==> src/rtl/mem_pkg.sv <==
// Shared types and constants for the memory arbiter: line/address widths,
// FSM state encoding and requester (owner) encoding.
package mem_pkg;

  localparam int LINE_W = 128;
  localparam int ADDR_W = 28;

  typedef enum logic [1:0] {
    IDLE = 2'd0,
    BUSY = 2'd1,
    RESP = 2'd2
  } state_t;

  typedef enum logic {
    OWN_I = 1'b0,
    OWN_D = 1'b1
  } owner_t;

endpackage

==> src/rtl/arb_pick.sv <==
// Combinational winner select between the iCache and dCache requests.
// ARB_ROUND_ROBIN_EN selects alternating grants on ties; otherwise dCache wins ties.
module arb_pick
  import mem_pkg::*;
(
  input  logic   req_i,
  input  logic   req_d,
`ifdef ARB_ROUND_ROBIN_EN
  input  owner_t last_grant,
`endif
  output logic   valid,
  output owner_t winner
);

  always_comb begin
    valid  = req_i | req_d;
    winner = OWN_I;
    if (req_i && req_d) begin
`ifdef ARB_ROUND_ROBIN_EN
      winner = (last_grant == OWN_I) ? OWN_D : OWN_I;
`else
      winner = OWN_D;
`endif
    end else if (req_d) begin
      winner = OWN_D;
    end
  end

endmodule

==> src/rtl/mem_arbiter.sv <==
// Arbitrates iCache fills and dCache fills/write-backs onto one memory port,
// one transaction at a time. Macro ARB_ROUND_ROBIN_EN enables round-robin ties.
module mem_arbiter
  import mem_pkg::*;
#(
  parameter int LINE_WIDTH = LINE_W,
  parameter int ADDR_WIDTH = ADDR_W,
  parameter int TIMEOUT    = 255
) (
  input  logic                  clk,
  input  logic                  reset,
  input  logic                  reqI_mem,
  input  logic [ADDR_WIDTH-1:0] reqAddrI_mem,
  output logic                  rdyI,
  input  logic                  ackI,
  input  logic                  reqD_mem,
  input  logic                  wrD,
  input  logic [ADDR_WIDTH-1:0] reqAddrD_mem,
  input  logic [LINE_WIDTH-1:0] wdataD,
  output logic                  rdyD,
  input  logic                  ackD,
  output logic [LINE_WIDTH-1:0] rdata,
  output logic                  mem_req,
  output logic                  mem_wr,
  output logic [ADDR_WIDTH-1:0] mem_addr,
  output logic [LINE_WIDTH-1:0] mem_wdata,
  input  logic [LINE_WIDTH-1:0] mem_rdata,
  input  logic                  mem_rdy,
  output logic                  err
);

  localparam int              CNT_W   = $clog2(TIMEOUT + 1);
  localparam logic [CNT_W-1:0] CNT_MAX = CNT_W'(TIMEOUT);

  state_t                  state_q, state_d;
  owner_t                  owner_q, owner_d;
  logic                    mem_req_q, mem_req_d;
  logic                    mem_wr_q, mem_wr_d;
  logic [ADDR_WIDTH-1:0]   mem_addr_q, mem_addr_d;
  logic [LINE_WIDTH-1:0]   mem_wdata_q, mem_wdata_d;
  logic [LINE_WIDTH-1:0]   rdata_q, rdata_d;
  logic                    rdy_i_q, rdy_i_d;
  logic                    rdy_d_q, rdy_d_d;
  logic                    err_q, err_d;
  logic [CNT_W-1:0]        cnt_q, cnt_d;

  logic                    pick_valid;
  owner_t                  pick_winner;
  logic                    owner_req;
  logic                    owner_ack;

`ifdef ARB_ROUND_ROBIN_EN
  owner_t                  last_grant_q, last_grant_d;
`endif

  arb_pick u_pick (
    .req_i      (reqI_mem),
    .req_d      (reqD_mem),
`ifdef ARB_ROUND_ROBIN_EN
    .last_grant (last_grant_q),
`endif
    .valid      (pick_valid),
    .winner     (pick_winner)
  );

  assign owner_req = (owner_q == OWN_D) ? reqD_mem : reqI_mem;
  assign owner_ack = (owner_q == OWN_D) ? ackD : ackI;

  always_comb begin
    state_d     = state_q;
    owner_d     = owner_q;
    mem_req_d   = mem_req_q;
    mem_wr_d    = mem_wr_q;
    mem_addr_d  = mem_addr_q;
    mem_wdata_d = mem_wdata_q;
    rdata_d     = rdata_q;
    rdy_i_d     = rdy_i_q;
    rdy_d_d     = rdy_d_q;
    err_d       = err_q;
    cnt_d       = cnt_q;
`ifdef ARB_ROUND_ROBIN_EN
    last_grant_d = last_grant_q;
`endif

    case (state_q)
      IDLE: begin
        if (pick_valid) begin
          owner_d   = pick_winner;
          mem_req_d = 1'b1;
          cnt_d     = '0;
          state_d   = BUSY;
`ifdef ARB_ROUND_ROBIN_EN
          last_grant_d = pick_winner;
`endif
          if (pick_winner == OWN_D) begin
            mem_addr_d  = reqAddrD_mem;
            mem_wr_d    = wrD;
            mem_wdata_d = wdataD;
          end else begin
            mem_addr_d  = reqAddrI_mem;
            mem_wr_d    = 1'b0;
          end
        end
      end

      BUSY: begin
        // Completion beats timeout when both land on the same edge.
        if (mem_rdy) begin
          mem_req_d = 1'b0;
          mem_wr_d  = 1'b0;
          if (!mem_wr_q) rdata_d = mem_rdata;
          if (owner_req) begin
            state_d = RESP;
            rdy_i_d = (owner_q == OWN_I);
            rdy_d_d = (owner_q == OWN_D);
          end else begin
            state_d = IDLE;
          end
        end else if (cnt_q == CNT_MAX) begin
          err_d     = 1'b1;
          mem_req_d = 1'b0;
          mem_wr_d  = 1'b0;
          state_d   = IDLE;
        end else begin
          cnt_d = cnt_q + 1'b1;
        end
      end

      RESP: begin
        if (owner_ack || !owner_req) begin
          rdy_i_d = 1'b0;
          rdy_d_d = 1'b0;
          state_d = IDLE;
        end
      end

      default: state_d = IDLE;
    endcase
  end

  always_ff @(posedge clk or posedge reset) begin
    if (reset) begin
      state_q     <= IDLE;
      owner_q     <= OWN_I;
      mem_req_q   <= 1'b0;
      mem_wr_q    <= 1'b0;
      mem_addr_q  <= '0;
      mem_wdata_q <= '0;
      rdata_q     <= '0;
      rdy_i_q     <= 1'b0;
      rdy_d_q     <= 1'b0;
      err_q       <= 1'b0;
      cnt_q       <= '0;
    end else begin
      state_q     <= state_d;
      owner_q     <= owner_d;
      mem_req_q   <= mem_req_d;
      mem_wr_q    <= mem_wr_d;
      mem_addr_q  <= mem_addr_d;
      mem_wdata_q <= mem_wdata_d;
      rdata_q     <= rdata_d;
      rdy_i_q     <= rdy_i_d;
      rdy_d_q     <= rdy_d_d;
      err_q       <= err_d;
      cnt_q       <= cnt_d;
    end
  end

`ifdef ARB_ROUND_ROBIN_EN
  always_ff @(posedge clk or posedge reset) begin
    if (reset) last_grant_q <= OWN_I;
    else       last_grant_q <= last_grant_d;
  end
`endif

  assign rdyI      = rdy_i_q;
  assign rdyD      = rdy_d_q;
  assign rdata     = rdata_q;
  assign mem_req   = mem_req_q;
  assign mem_wr    = mem_wr_q;
  assign mem_addr  = mem_addr_q;
  assign mem_wdata = mem_wdata_q;
  assign err       = err_q;

endmodule
==> config.mk <==
export PLATFORM = sky130hd
export DESIGN_NAME = mem_arbiter
export DESIGN_NICKNAME = d
export VERILOG_FILES = /design/src/rtl/mem_pkg.sv /design/src/rtl/arb_pick.sv /design/src/rtl/mem_arbiter.sv
export SDC_FILE = /design/constraint.sdc
export NUM_CORES = 1
export LEC_CHECK = 0
export ABC_AREA = 1
export CAP_MARGIN = 20
export CORE_AREA = 2 2 234 236
export DETAILED_ROUTE_END_ITERATION = 10
export DIE_AREA = 0 0 236 238
export GPL_ROUTABILITY_DRIVEN = 1
export PLACE_DENSITY_LB_ADDON = 0.25
export SYNTH_ARGS = -nofsm -noshare
export SYNTH_HDL_FRONTEND = slang
export SYNTH_HIERARCHICAL = 1
export SYNTH_SLANG_ARGS = --single-unit
==> constraint.sdc <==
create_clock -name clk -period 18.86 [get_ports clk]
set_input_delay 1.886 -clock clk [delete_from_list [all_inputs] [get_ports clk]]
set_output_delay 1.886 -clock clk [all_outputs]
set_load 0.02 [all_outputs]
### Yosys cells after proc, flatten, opt, wreduce, memory -nomap -nowiden

Cells that the tools add are included.

* bitwise operators: 4
* $lt $le $gt $ge: 0
* multipliers: 0
* reduce and logical (&&, ||, !) cells: 14
* shift-type cells: 0
* equality and inequality tests: 10
* add/subtract/negate cells: 1
* mux-type cells: 29
* div/mod/pow operators: 0

Operators by type and width (count)
* 28-bit 2-to-1 mux: 1
* 8-bit 2-to-1 mux: 3
* 8-bit one-hot mux with 2 select lines: 1
* 3-bit AND reduction: 5
* 1-bit 2-to-1 mux: 14
* 2-bit inequality test (second input constant): 6
* 2-bit 2-to-1 mux: 5
* 8-bit by 1-bit adder with 8-bit output (second input constant): 1
* 8-bit equality test (second input constant): 1
* 1-bit one-hot mux with 2 select lines: 4
* 4-bit AND reduction: 2
* 2-bit one-hot mux with 3 select lines: 1
* 2-bit nonzero test: 2
* 3-bit inequality test (second input constant): 1
* 1-bit NOT: 3
* 2-bit by 1-bit equality test with 1-bit output (second input constant): 1
* 2-bit equality test (second input constant): 1
* 2-bit logical NOT: 1
* 2-bit AND reduction: 1
* 1-bit logical AND: 1
* 1-bit logical NOT: 1
* 1-bit logical OR: 1
* 1-bit bitwise OR: 1

* RAM bits: 0
* input bits: 320
* latch bits: 0
* word-level logic and storage cells: 69
* memory bits (read-only): 0
* output and inout bits: 289
* memories kept: 0
* flip-flop bits (word level): 300

### Depth between registers and ports, before layout

* word-level depth: 5
* mapped depth: 10
* mapped depth without buffers: 8

### Modules after synthesis

Netlist, hierarchy kept.

Modules (own cells, without submodules)
* mem_arbiter: seq. area each 7507.2 um^2, times used 1, area an instance 11875.1 um^2, cells each 1368
* arb_pick: seq. area each 0.0 um^2, times used 1, area an instance 15.0 um^2, cells each 4

### Worst setup path before layout

Ideal clock, no wire load.

* path kind: input -> register
* from: in reqI_mem
* to: reg mem_wdata_q[0] (netlist: mem_wdata[0])
* library setup time: 0.117 ns
* path buffers: 2
* required time: 18.743 ns
* path slack: 15.829 ns
* stages: 10
* data arrival time: 2.914 ns
* path through: inv_1 > nand2_1 > nor3b_2 > inv_2 > nor2_4 > inv_2 > buf_2 > buf_2 > nand2_1 > nand2_1

* elaborated cells on any way between the ends: 4
* classes of those cells: mux: 1; bitwise: 1; reduce/logical: 2

RTL lines
* start, declared: RTL line mem_arbiter.sv:12 `input logic reqI_mem,`
* 1-bit bitwise OR: RTL line arb_pick.sv:16 `valid = req_i | req_d;`
* named net pick_valid: RTL line mem_arbiter.sv:47 `logic pick_valid;`
* 3-bit AND reduction (no source line)
* end signal, assigned: RTL line mem_arbiter.sv:160 `mem_wdata_q <= mem_wdata_d;`
* end, declared: RTL line mem_arbiter.sv:40 `logic [LINE_WIDTH-1:0] mem_wdata_q, mem_wdata_d;`

The timed path passes the listed nets, and every way through them passes these cells.
A chain may end at the register's enable or synchronous reset.

### Worst setup path after layout

* from: in reqD_mem
* to: reg mem_wdata_q[30] (netlist: mem_wdata[30])

* elaborated cells on any way between the ends: 5
* classes of those cells: mux: 2; bitwise: 1; reduce/logical: 2

RTL lines
* start, declared: RTL line mem_arbiter.sv:16 `input logic reqD_mem,`
* 1-bit bitwise OR: RTL line arb_pick.sv:16
* named net pick_valid: RTL line mem_arbiter.sv:47
* 3-bit AND reduction (no source line)

The timed path passes the listed nets, and every way through them passes these cells.

==> flow_summary.toml <==
[timing]
setup_viol = 0
relSlewSlack_pct = 28.7
fin_crit_sh_pct = 24.4
clock_skew_ps = 15.4
period_needed_ps = 4590
max_slew.worst_pin.slew_ps = 1070
rsz0062_at_grt = "false"
drv_slew = 0
whs_ps = 466
final_hold_viol_count = 0
fin_tns_setup_ps = 0
max_freq_ghz = 0.218

[clock_network]
cts_tree = "built"
postCtsHoldBufs = 0
clk_path_buf_depth = 3
htreeDepth = 2
clock-sinks = 300
clkTransAtPathRegs_ps = 50
cts_resized = 0
cts_root_buf = "clkbuf_16"
clock_latency_ps = 530
numCtsBuffers = 39
cts_post_setup_buffers_inserted = 0

[layout]
final_area_mm2 = 0.0201
layout_common_cells = "nand2_1, clkdlybuf4s50_1, dfrtp_1"
final_nets = 2273
syn_to_final_growth_pct = 68.6
final_common_cell = "nand2_1"
final_layout_size_suffix_gt1_share_pct = 4.44
fin_cells = 2677
final_util_pct = 37.5
antennaDiodeCount = 0

[pwr]
power_density_mw_per_mm2 = 177
p_leak_nw = 9.48
ir_worst_vdd_v = 0.0000705

[detailed_routing]
vias = 11300
highest_layer = "met4"
wl_met3_mm = 2.64
firstDrtPassIters = 4
ant_nets = 0
drt_iter0_drc = 543
route.met2.wl_mm = 22.7
vias_per_cell = 4.21
wl_met1_mm = 18.3
drt-total-wl_mm = 45.0
wire_per_inst_um = 16.8
post-route-drc-count = 0

[place]
portBuffers = 608
place_hpwl_mm = 31.5
placed_cell_area_mm2 = 0.0186
place_congestion = 0.812
dp.cells = 2604

[floorplanning]
core-area_mm2 = 0.0535
start_util_pct = 22.2
die-height_um = 238
die-area_mm2 = 0.0562
ios = 609
die_w_um = 236
rows = 85

[synthesis]
synth_edf_count = 0
synth.yosys.seq_area_share_pct = 63.1
syn_area_per_cell_um2 = 8.67
netlist_instances = 1372
async_reset_ff_share_pct = 100
syn_nets = 1693
synth.cell_area_mm2 = 0.0119
ys.flop_type = "dfrtp_1"
ys_seq_elements = 300
synth_top_area_share_pct = 63.1
synth_warnings = 6
ys_types = 20
synthTopCellsByArea = "dfrtp_1, nand2_1, nand3_1"
synth_top_area_cell = "dfrtp_1"

[setup_path]
cp-start-kind = "input port"
worstSetupPathType = "input port to flop"
cp-end-kind = "flop"
worstPathArrival_ps = 5050
cp_max_fo = 98
required_ps = 19320

[global_route]
grt_max_degree = 109
grt_first_pass_wirelength_mm = 68.0
antenna_found_initial = 1
grt_overflow = 0
grt_usage_pct = 15.4
grt_pass1_vias = 11300

[worst_hold_path]
hp-class = "flop to flop"

[job]
cap_violations = 0

[run_status]
outcome = "finished clean"
[metrics by stage]
step / total power, mW / setup WS (ps)
after floorplan: 1.92 / 8680
after global placement: 2.76 / 13690
after detailed placement: 2.79 / 13690
after CTS: 3.60 / 14250
after global routing: 3.77 / 13930
final: 3.55 / 14270
[critical path, cell delays in order]
cell and delay, ps:
clkdlybuf4s50_1 460, buf_4 320, inv_1 70, nand2_1 70
nor3b_4 190, inv_2 120, nor2_4 610, buf_4 840
nand2_1 180, nand2_1 130
[layer usage]
layer	vias to the layer above	GRT usage, %
met5	-	0
met1	5411	18.5
li1	5464	-
met4	0	5.62
met2	322	26.8
met3	73	3.78
[layout make-up]
class | count | area [um^2]
clock buffer | 56 | 1190
multi-input combinational | 970 | 3970
tap | 696 | 871
inverter | 19 | 83.8
fill | 5365 | 33400
clock inverter | 14 | 181
sequential | 300 | 7510
timing repair buffer | 622 | 6250
[cells in the mapped netlist, types with 2 or more instances]
library cell	count
nor2_1	46
nand3_1	144
o21ai_0	5
nand2_1	737
buf_2	39
buf_4	2
buf_1	10
clkbuf_1	32
dfrtp_1	300
a31oi_1	28
nand4_1	3
inv_1	16
inv_2	3
[power by group]
group	leakage [nW]	switching [mW]	internal [mW]
clock	0.686	0.293	0.494
combinational	5.09	0.938	0.710
sequential	3.70	0.171	0.945
total	9.48	1.40	2.15
[cell families (layout without fill, tap and decap cells)]
family	Yosys count	in the layout	synth area share, %
AND/OR/NAND/NOR	934	934	31.2
flip-flops	300	300	63.1
buffers and inverters	102	711	3.69
AO/OA/AOI/OAI	34	34	1.75
adder cells (fa/ha/maj)	1	1	0.105
XOR/XNOR	1	1	0.0737
[flip-flops by register name (all words and copies together) (netlist names)]
register	flops
rdata	128
mem_addr	28
mem_wr	1
state_q	2
mem_wdata	128
mem_req	1
rdyI	1
owner_q	1
cnt_q	8
rdyD	1
err	1
[final timing paths]
path / from / to / slack [ps] / cells after the start
max: reqD_mem / mem_wdata[30] / 14270 / 10
min: mem_wdata[14] / mem_wdata[14] / 470 / 2
max reg2reg: state_q[0] / mem_wdata[30] / 16090 / 6
min reg2reg: mem_wdata[14] / mem_wdata[14] / 470 / 2
max in group asynchronous: reset / mem_wdata[124] / 15100 / 5
min in group asynchronous: reset / rdata[96] / 1850 / 2
Note: power is estimated with default switching activity, not from simulation.
